<file path="config.mk">
export PLATFORM = sky130hd
export DESIGN_NAME = goldschmidt_prenorm
export DESIGN_NICKNAME = d
export VERILOG_FILES = /design/src/rtl/goldschmidt_prenorm.sv
export SDC_FILE = /design/constraint.sdc
export NUM_CORES = 1
export LEC_CHECK = 0
export ABC_AREA = 1
export CORE_MARGIN = 2
export CORE_UTILIZATION = 48
export CTS_CLUSTER_DIAMETER = 200
export DETAILED_ROUTE_END_ITERATION = 8
export MAX_ROUTING_LAYER = met4
export PLACE_DENSITY = 0.86
export SYNTH_ARGS = -nofsm -noshare
export SYNTH_HDL_FRONTEND = slang
export SYNTH_SLANG_ARGS = --single-unit
export TNS_END_PERCENT = 10
</file>
<file path="constraint.sdc">
create_clock -name clk -period 6.17 [get_ports clk]
set_input_delay 0.617 -clock clk [delete_from_list [all_inputs] [get_ports clk]]
set_output_delay 0.617 -clock clk [all_outputs]
set_load 0.005 [all_outputs]
</file>
<file path="src/rtl/goldschmidt_prenorm.sv">
// Operand pre-normalizer for the goldschmidt divider: left-justifies both
// operands one bit per cycle, starts the divider, and reports shift counts.
module goldschmidt_prenorm #(
  parameter int WIDTH = 32,
  parameter int SW    = 5
) (
  input  logic             clk,
  input  logic             clr,
  input  logic             in_valid,
  output logic             in_ready,
  input  logic [WIDTH-1:0] x,
  input  logic [WIDTH-1:0] y,
  output logic [WIDTH-1:0] div_a,
  output logic [WIDTH-1:0] div_b,
  output logic             div_start,
  input  logic             div_busy,
  input  logic             div_ready,
  output logic [SW-1:0]    sx,
  output logic [SW-1:0]    sy,
  output logic             done,
  output logic             err_div0,
  output logic             zero_q
);

  typedef enum logic [2:0] {S_IDLE, S_NORM, S_ISSUE, S_WAIT, S_FIN} state_t;

  state_t           state_q, state_d;
  logic [WIDTH-1:0] a_q, a_d, b_q, b_d;
  logic [SW-1:0]    sx_q, sx_d, sy_q, sy_d;
  logic             err_q, err_d, zq_q, zq_d;

  always_comb begin
    state_d = state_q;
    a_d     = a_q;
    b_d     = b_q;
    sx_d    = sx_q;
    sy_d    = sy_q;
    err_d   = err_q;
    zq_d    = zq_q;
    case (state_q)
      S_IDLE: begin
        if (in_valid) begin
          a_d   = x;
          b_d   = y;
          sx_d  = '0;
          sy_d  = '0;
          err_d = 1'b0;
          zq_d  = 1'b0;
          // Divide-by-zero wins over a zero dividend; both bypass the divider.
          if (y == '0) begin
            err_d   = 1'b1;
            state_d = S_FIN;
          end else if (x == '0) begin
            zq_d    = 1'b1;
            state_d = S_FIN;
          end else begin
            state_d = S_NORM;
          end
        end
      end
      S_NORM: begin
        if (a_q[WIDTH-1] && b_q[WIDTH-1]) begin
          state_d = S_ISSUE;
        end else begin
          if (!a_q[WIDTH-1]) begin
            a_d  = a_q << 1;
            sx_d = sx_q + SW'(1);
          end
          if (!b_q[WIDTH-1]) begin
            b_d  = b_q << 1;
            sy_d = sy_q + SW'(1);
          end
        end
      end
      S_ISSUE: if (!div_busy)  state_d = S_WAIT;
      S_WAIT:  if (div_ready)  state_d = S_FIN;
      S_FIN:   state_d = S_IDLE;
      default: state_d = S_IDLE;
    endcase
  end

  always_ff @(posedge clk or posedge clr) begin
    if (clr) begin
      state_q <= S_IDLE;
      a_q     <= '0;
      b_q     <= '0;
      sx_q    <= '0;
      sy_q    <= '0;
      err_q   <= 1'b0;
      zq_q    <= 1'b0;
    end else begin
      state_q <= state_d;
      a_q     <= a_d;
      b_q     <= b_d;
      sx_q    <= sx_d;
      sy_q    <= sy_d;
      err_q   <= err_d;
      zq_q    <= zq_d;
    end
  end

  // Start depends on the live busy flag so an idle divider is hit in the
  // first ISSUE cycle.
  assign div_start = (state_q == S_ISSUE) && !div_busy;
  assign in_ready  = (state_q == S_IDLE);
  assign done      = (state_q == S_FIN);
  assign div_a     = a_q;
  assign div_b     = b_q;
  assign sx        = sx_q;
  assign sy        = sy_q;
  assign err_div0  = err_q;
  assign zero_q    = zq_q;

endmodule

</file>
==> run_results.csv, run 1 <==
group,metric,value,unit
clock_network,cts_resized,0,
global_route,first_global_vias,3566,
finish,drive_above_1_share,0.0471,
routing,vias_per_cell,5.37,
yosys,synth_seq_area_share,0.495,
floorplanning,start_util,0.491,
yosys,synth_edf_count,0,
routing,drc,0,
critical_path,arrival,2850,ps
clock_network,clock_path_buffers,2,
global_route,grt_use_total,0.247,
clock_network,cts_setup_buffers,0,
finish,fin_util,0.694,
timing,setup_ws,3560,ps
critical_path,crit_path_top_delay_cell,"nand2_2",
critical_path,critPathMaxStageDelay,940,ps
routing,dr.pass1.iters,5,
floorplanning,fp-row-count,33,
placement,routabilityCongestion,0.808,
timing,period_share,0.424,
yosys,yosysUniqueCellTypes,29,
yosys,syn_nets,528,
finish,antenna_cells,0,
timing,rsz0062_at_grt,"false",
flow_run,drv_cap,0,
clock_network,cts-hold-fix-buffers,0,
critical_path,crit_chain,"inv_1 > nor2_2 > nand2_2 > inv_2 > nand2_2 > nand2_2 > nand2_1 > o21ai_0 > a21oi_1",
floorplanning,ios,148,
outcome,outcome,"completed",
floorplanning,die_y,95.2,um
timing,worstMarginPinSlew,1080,ps
global_route,grt_pass1_wl,16800,um
critical_path,worstPathMaxFanout,66,
pwr,p_leak,2.50,nW
timing,max-slew-margin-rel,0.281,
routing,wl_per_cell,15.2,um
floorplanning,fp.dieArea,9060,um2
routing,num_vias,3757,
min_path,hold_path.class,"flip-flop to flip-flop",
global_route,grt-ovfl-total,0,
timing,setup_tns,0,ps
clock_network,cts.root.buffer_cell,"clkbuf_8",
clock_network,clkTransAtPathRegs,80,ps
clock_network,clock_latency,350,ps
finish,finalNetCount,660,
pwr,power,2.67,mW
pwr,power.density,473,nW/um2
routing,antenna_left,0,
floorplanning,die_w,95.2,um
clock_network,numCtsBuffers,9,
finish,fin_area,5640,um2
clock_network,htree_levels,3,
global_route,grt_start_max_net_pins,80,
yosys,avgSynthCellArea,8.73,um2
placement,place_area,5440,um2
finish,area.growth.synth_to_final,41.4,%
placement,dp_hpwl,7690,um
yosys,ys_ff_latch,79,
timing,hold_violations,0,
clock_network,cts.sinks,79,
clock_network,cts_tree,"built",
yosys,async_reset_ff_frac,1.00,
yosys,synth_warnings,0,
critical_path,crit_path_end_kind,"flip-flop",
timing,min_period,2610,ps
critical_path,path_class,"flip-flop to flip-flop",
timing,setup_violations,0,
global_route,antenna_found_initial,0,
timing,clock.fmax,382,MHz
routing,finalWirelength,10600,um
timing,drv_slew,0,
critical_path,worst-endpoint-required,6400,ps
placement,preCtsSetupSlack,3500,ps
timing,finClkSkew,5.09,ps
yosys,synthFlopType,"dfrtp_1",
routing,dr.first_iter.drc_count,169,
yosys,synth_area,3990,um2
pwr,ir_drop,0.000283,V
placement,portBuffers,147,
yosys,synth_cells,457,
floorplanning,core_area,8130,um2
critical_path,cp-start-kind,"flip-flop",
critical_path,cp_common_cell,"nand2_2",
==> report_power, final <==
group          internal [mW]  switching [mW]
Sequential             0.757           0.152
Clock                  0.227           0.182
Combinational          0.676           0.673
Total                   1.66            1.01
==> cells by family after synthesis <==
family                     synth area share
muxes                               0.00564
DFF                                   0.495
xor gates and xnor gates            0.00878
and+or+nand+nor                       0.189
buffers and inverters                 0.135
adders and majority gates           0.00627
AOI/OAI and AO/OA                     0.160
==> synth_stat cells (all sizes together) (4+ instances only) <==
cell type  count  area, um2
o221ai        57        499
nor2          43        164
nor3           5       36.3
inv           97        364
o21ai         10       50.1
clkbuf         6       22.5
nand2         42        173
a21oi          9       45.0
buf           22        153
dfrtp         79       1980
nand3         62        310
and2           6       37.5
xor2           4       35.0
==> per-layer routing <==
layer / share of wire / global-route usage / vias up
met5: 0 / - / -
met4: 0.012 / 0.0640 / 0
met3: 0.089 / 0.0688 / 12
met2: 0.47 / 0.380 / 162
met1: 0.43 / 0.324 / 1779
li1: - / - / 1804
==> sequential cells by signal, indices dropped and copies added (netlist names) <==
register  count
state_q       3
zero_q        1
div_b        32
sx            5
sy            5
div_a        32
err_div0      1
==> cell usage in the layout, fill, tap and decap left out, types with 4 or more instances in the layout <==
cell type / count
and2_1: 5
inv_1: 95
a21oi_1: 9
nand2_2: 7
nor3_1: 4
nand2_1: 35
dfrtp_1: 79
o21ai_0: 10
clkbuf_8: 9
o221ai_1: 57
xor2_1: 4
nor2_1: 42
nand3_1: 62
clkdlybuf4s50_1: 147
==> per-stage QoR <==
step	std cells	hold WS, ps
global route	699	528
detailed placement	683	487
floorplan	457	476
finish	699	500
CTS	699	506
global placement	683	481
==> critical path, delay by kind of cell, from the launching register on <==
kind	cells	cell delay, ps
AND/OR/NAND/NOR	5	1640
flip-flops	1	420
AO/OA/AOI/OAI	2	280
buffers and inverters	2	140
==> worst paths after layout <==
kind / endpoint / start / cells past startpoint / slack [ps]
worst max register to register: sy[2] / state_q[0] / 9 / 3560
max in group asynchronous: div_a[14] / clr / 3 / 4660
min in group asynchronous: div_a[4] / clr / 3 / 890
worst max-delay path: sy[2] / state_q[0] / 9 / 3560
worst min register to register: err_div0 / err_div0 / 1 / 500
worst min-delay path: err_div0 / err_div0 / 1 / 500
==> cell type report <==
| type | count | area, um2 |
|---|---|---|
| clock buffer | 12 | 135 |
| clock inverter | 4 | 70.1 |
| tap | 105 | 131 |
| fill | 667 | 2490 |
| inverter | 97 | 365 |
| timing repair buffer | 149 | 1490 |
| multi-input combinational | 253 | 1480 |
| sequential | 79 | 1980 |
No activity file was read; power rests on OpenSTA's default activity.
==> run 2: changes to the inputs <==
CORE_UTILIZATION = 40   (was 48)
PLACE_DENSITY = 0.76   (was 0.86)
clock period = 2.4 ns   (was 6.17 ns; I/O delays follow)
==> run 2 against run 1 <==
Total power rose to 2.5 times the previous value. Utilization decreased by 11 points. Sequential power rose to 2.5 times the previous value. Combinational power grew to 2.6 times the previous value. Sequential share of layout area down 0.35 points. Critical path type is now flip-flop to output port. Critical endpoint is now div_start.
==> run_results.csv, run 2 (synthesized netlist as in run 1, its figures left out) <==
group,metric,value,unit
finish,area.growth.synth_to_final,42.8,%
critical_path,path_buf_inv,3,
floorplanning,die_w,104,um
clock_network,cts_resized,0,
global_route,grt_pass1_wl,17700,um
global_route,grt-ovfl-total,0,
routing,antenna_left,0,
timing,worstMarginPinSlew,682,ps
floorplanning,ios,148,
placement,dp_hpwl,8050,um
clock_network,cts.sinks,79,
critical_path,crit_chain,"inv_1 > nor3_1 > inv_1 > nor2_1 > clkdlybuf4s50_1",
min_path,hold_path.class,"input port to async pin",
timing,setup_ws,227,ps
routing,drc,0,
critical_path,arrival,1930,ps
floorplanning,core_area,9730,um2
finish,layout_commonest_cell,"clkdlybuf4s50_1",
critical_path,path_delay_family,"buffers and inverters",
critical_path,worst-endpoint-required,2160,ps
floorplanning,start_util,0.410,
global_route,grt_use_total,0.207,
clock_network,clkTransAtPathRegs,90,ps
clock_network,clock_path_buffers,2,
routing,finalWirelength,10800,um
timing,setup_tns,0,ps
placement,portBuffers,147,
timing,setup_violations,0,
critical_path,cp-start-kind,"flip-flop",
finish,final_cell_mix,"clkdlybuf4s50_1 (147), inv_1 (95), dfrtp_1 (79)",
critical_path,cp_common_cell,"inv_1",
routing,dr.pass1.iters,5,
global_route,grt_start_max_net_pins,67,
critical_path,r2r_start,"state_q[1]",
critical_path,crit_cells,5,
routing,dr.first_iter.drc_count,183,
timing,hold_violations,0,
critical_path,reg2regPathDepth,6,
global_route,first_global_vias,3768,
timing,finClkSkew,15.6,ps
floorplanning,die_y,104,um
routing,wl_per_cell,14.8,um
critical_path,crit_path_end_kind,"output port",
timing,drv_slew,0,
finish,antenna_cells,0,
clock_network,cts_setup_buffers,0,
critical_path,crit_path_start,"state_q[1]",
placement,preCtsSetupSlack,517,ps
clock_network,clock_latency,350,ps
clock_network,cts.root.buffer_cell,"clkbuf_8",
clock_network,numCtsBuffers,9,
global_route,antenna_found_initial,0,
routing,vias_per_cell,5.16,
finish,finalNetCount,665,
pwr,ir_drop,0.000552,V
critical_path,worstPathMaxFanout,5,
clock_network,cts_tree,"built",
pwr,power.density,1180,nW/um2
critical_path,crit_path_top_delay_cell,"clkdlybuf4s50_1",
critical_path,critPathMaxStageDelay,520,ps
outcome,outcome,"completed",
finish,drive_above_1_share,0.0569,
pwr,p_leak,2.51,nW
clock_network,htree_levels,3,
clock_network,cts-hold-fix-buffers,0,
timing,max-slew-margin-rel,0.546,
routing,num_vias,3774,
timing,min_period,2170,ps
floorplanning,fp.dieArea,10800,um2
critical_path,path_class,"flip-flop to output port",
flow_run,drv_cap,0,
timing,rsz0062_at_grt,"false",
timing,clock.fmax,460,MHz
floorplanning,fp-row-count,36,
timing,period_share,0.905,
placement,routabilityCongestion,0.849,
==> run 2: layer usage <==
metal | track usage | share of wire | vias to the layer above
li1 | - | - | 1810
met1 | 0.263 | 0.44 | 1798
met2 | 0.333 | 0.47 | 156
met3 | 0.0476 | 0.082 | 10
met4 | 0.0579 | 0.013 | 0
met5 | - | 0 | -
==> run 2: worst paths after layout <==
path | end | slack (ps)
max | div_start | 230
min | sx[3] | 290
max reg2reg | div_b[3] | 500
min reg2reg | zero_q | 520
max in group asynchronous | div_b[15] | 1380
min in group clk | zero_q | 520
==> run 2: area by class of cell <==
cell class	instances	area (um2)
Timing Repair Buffer	154	1550
Clock inverter	5	36.3
Sequential cell	79	1980
Fill cell	883	4030
Multi-Input combinational cell	253	1480
Inverter	97	365
Clock buffer	10	128
Tap cell	133	166
==> run 2: worst register-to-register path, cell delays in order (launching register included) <==
cell and delay [ps]:
dfrtp_1 440, nor3_4 280, nand2_2 210, nand2_2 410
buf_12 260, nand3_1 110, o221ai_1 110
==> run 2: power breakdown <==
group | internal [mW] | switching [mW] | leakage, nW
clock network | 0.370 | 0.479 | 0.0744
logic | 1.81 | 1.76 | 1.45
registers | 1.94 | 0.377 | 0.985
==> run 2: metrics by stage <==
stage          total power, mW  std cells  hold slack [ps]  utilization  cell area (um2)
5_1_grt                   7.28        731              354        0.586             5700
4_1_cts                   6.81        731              306        0.586             5700
3_5_place_dp              5.93        716              506        0.569             5530
3_3_place_gp              5.82        716              509        0.569             5530
6_report                  6.74        731              290        0.586             5700
2_1_floorplan             4.28        457              395            -             3990
==> run 3: changes to the inputs <==
CELL_PAD_IN_SITES_DETAIL_PLACEMENT = 2   (was not set)
CELL_PAD_IN_SITES_GLOBAL_PLACEMENT = 2   (was not set)
CORE_UTILIZATION = 23   (was 40)
PLACE_DENSITY = not set   (was 0.76)
PLACE_DENSITY_LB_ADDON = 0.1   (was not set)
==> run 3 against run 2 <==
Utilization fell by 24 points. Non-clock buffer count unchanged. Critical endpoint unchanged. Total power up 11%. First-iteration DRC count shrank 39%. Critical path depth unchanged. Worst hold slack gained 26 ps. Wire length grew 26%. Clock skew is 7.1 ps lower. Critical path type unchanged. Via count fell by 0.77%. Register-to-register slack worse by 20 ps.
==> run_results.csv, run 3 (synthesized netlist as in run 1, its figures left out) <==
group,metric,value,unit
pwr,p_leak,2.60,nW
clock_network,clock_latency,340,ps
critical_path,cp-start-kind,"flip-flop",
finish,drive_above_1_share,0.0601,
min_path,hold_path.class,"input port to async pin",
pwr,power.density,1250,nW/um2
timing,hold_violations,0,
global_route,grt_pass1_wl,21900,um
clock_network,cts-hold-fix-buffers,0,
critical_path,arrival,1920,ps
clock_network,numCtsBuffers,9,
flow_run,drv_cap,0,
timing,drv_slew,0,
floorplanning,start_util,0.233,
timing,min_period,2160,ps
routing,dr.pass1.iters,4,
timing,finClkSkew,8.47,ps
placement,dp_hpwl,9910,um
floorplanning,die_w,136,um
global_route,grt_use_total,0.157,
floorplanning,core_area,17100,um2
pwr,ir_drop,0.000428,V
clock_network,clock_path_buffers,2,
floorplanning,die_y,136,um
routing,drc,0,
finish,finalNetCount,665,
finish,area.growth.synth_to_final,50.1,%
clock_network,cts_resized,0,
routing,antenna_left,0,
timing,worstMarginPinSlew,752,ps
finish,final_cell_mix,"clkdlybuf4s50_1 (147), inv_1 (95), dfrtp_1 (79)",
floorplanning,fp-row-count,48,
critical_path,path_class,"flip-flop to output port",
global_route,met2_usage,0.262,
clock_network,cts_tree,"built",
global_route,grt_start_max_net_pins,80,
timing,setup_violations,0,
timing,rsz0062_at_grt,"false",
clock_network,htree_levels,3,
routing,num_vias,3745,
placement,routabilityCongestion,0.792,
finish,layout_commonest_cell,"clkdlybuf4s50_1",
placement,preCtsSetupSlack,469,ps
timing,clock.fmax,463,MHz
floorplanning,fp.dieArea,18400,um2
global_route,grt-ovfl-total,0,
clock_network,cts_setup_buffers,0,
critical_path,worstPathMaxFanout,5,
clock_network,clkTransAtPathRegs,60,ps
finish,antenna_cells,0,
timing,period_share,0.900,
global_route,antenna_found_initial,0,
routing,dr.first_iter.drc_count,111,
placement,portBuffers,147,
floorplanning,ios,148,
clock_network,cts.sinks,79,
outcome,outcome,"completed",
timing,setup_tns,0,ps
critical_path,worst-endpoint-required,2160,ps
clock_network,cts.root.buffer_cell,"clkbuf_16",
global_route,grtUsageMet1,0.194,
routing,finalWirelength,13600,um
routing,wl_per_cell,16.5,um
timing,max-slew-margin-rel,0.499,
global_route,top_usage_layer,"met2",
global_route,use_met3,0.0333,
timing,setup_ws,240,ps
routing,vias_per_cell,4.54,
global_route,first_global_vias,4182,
pwr,power,7.51,mW
critical_path,crit_path_end_kind,"output port",
run 3: path summary, 6_finish.rpt:
kind                             end  cells after the start  slack (ps)  startpoint
setup / recovery           div_start                      5         240  state_q[1]
hold / removal                 sx[4]                      3         320         clr
setup reg to reg           div_b[19]                      6         480  state_q[0]
hold reg to reg             err_div0                      1         510    err_div0
max in group asynchronous  div_a[14]                      3        1720         clr
min in group clk            err_div0                      1         510    err_div0
run 3: area by class of cell:
| cell class | instances | area (um2) |
|---|---|---|
| clock buffers | 13 | 270 |
| clock inverters | 3 | 40.0 |
| fillers | 1896 | 11100 |
| inverters | 97 | 365 |
| multi-input cells | 253 | 1480 |
| flip-flops and latches | 79 | 1980 |
| well taps | 225 | 282 |
| repair buffers | 154 | 1570 |
run 3: metrics by stage:
| stage | hold slack [ps] | utilization | cells | area [um2] |
|---|---|---|---|---|
| floorplan | 395 | - | 457 | 3990 |
| global placement | 512 | 0.332 | 808 | 5670 |
| detailed placement | 496 | 0.332 | 808 | 5670 |
| CTS | 341 | 0.350 | 824 | 5980 |
| global route | 390 | 0.350 | 824 | 5990 |
| finish | 316 | 0.350 | 824 | 5990 |
run 3: worst max-delay path: stages (launching register included):
cell	delay, ps
dfrtp_1	450
inv_1	110
nor3_2	240
inv_1	100
nor2_1	160
clkdlybuf4s50_1	530
run 3: where the power goes:
group / internal (mW) / switching [mW]
clock network: 0.888 / 0.555
logic: 1.85 / 1.86
registers: 1.95 / 0.402
run 3: routing by layer:
layer | vias up | routed length [um] | share of wire
li1 | 1813 | - | -
met1 | 1829 | 6100 | 0.45
met2 | 95 | 6750 | 0.50
met3 | 8 | 636 | 0.047
met4 | 0 | 134 | 0.0098
met5 | - | 0 | 0
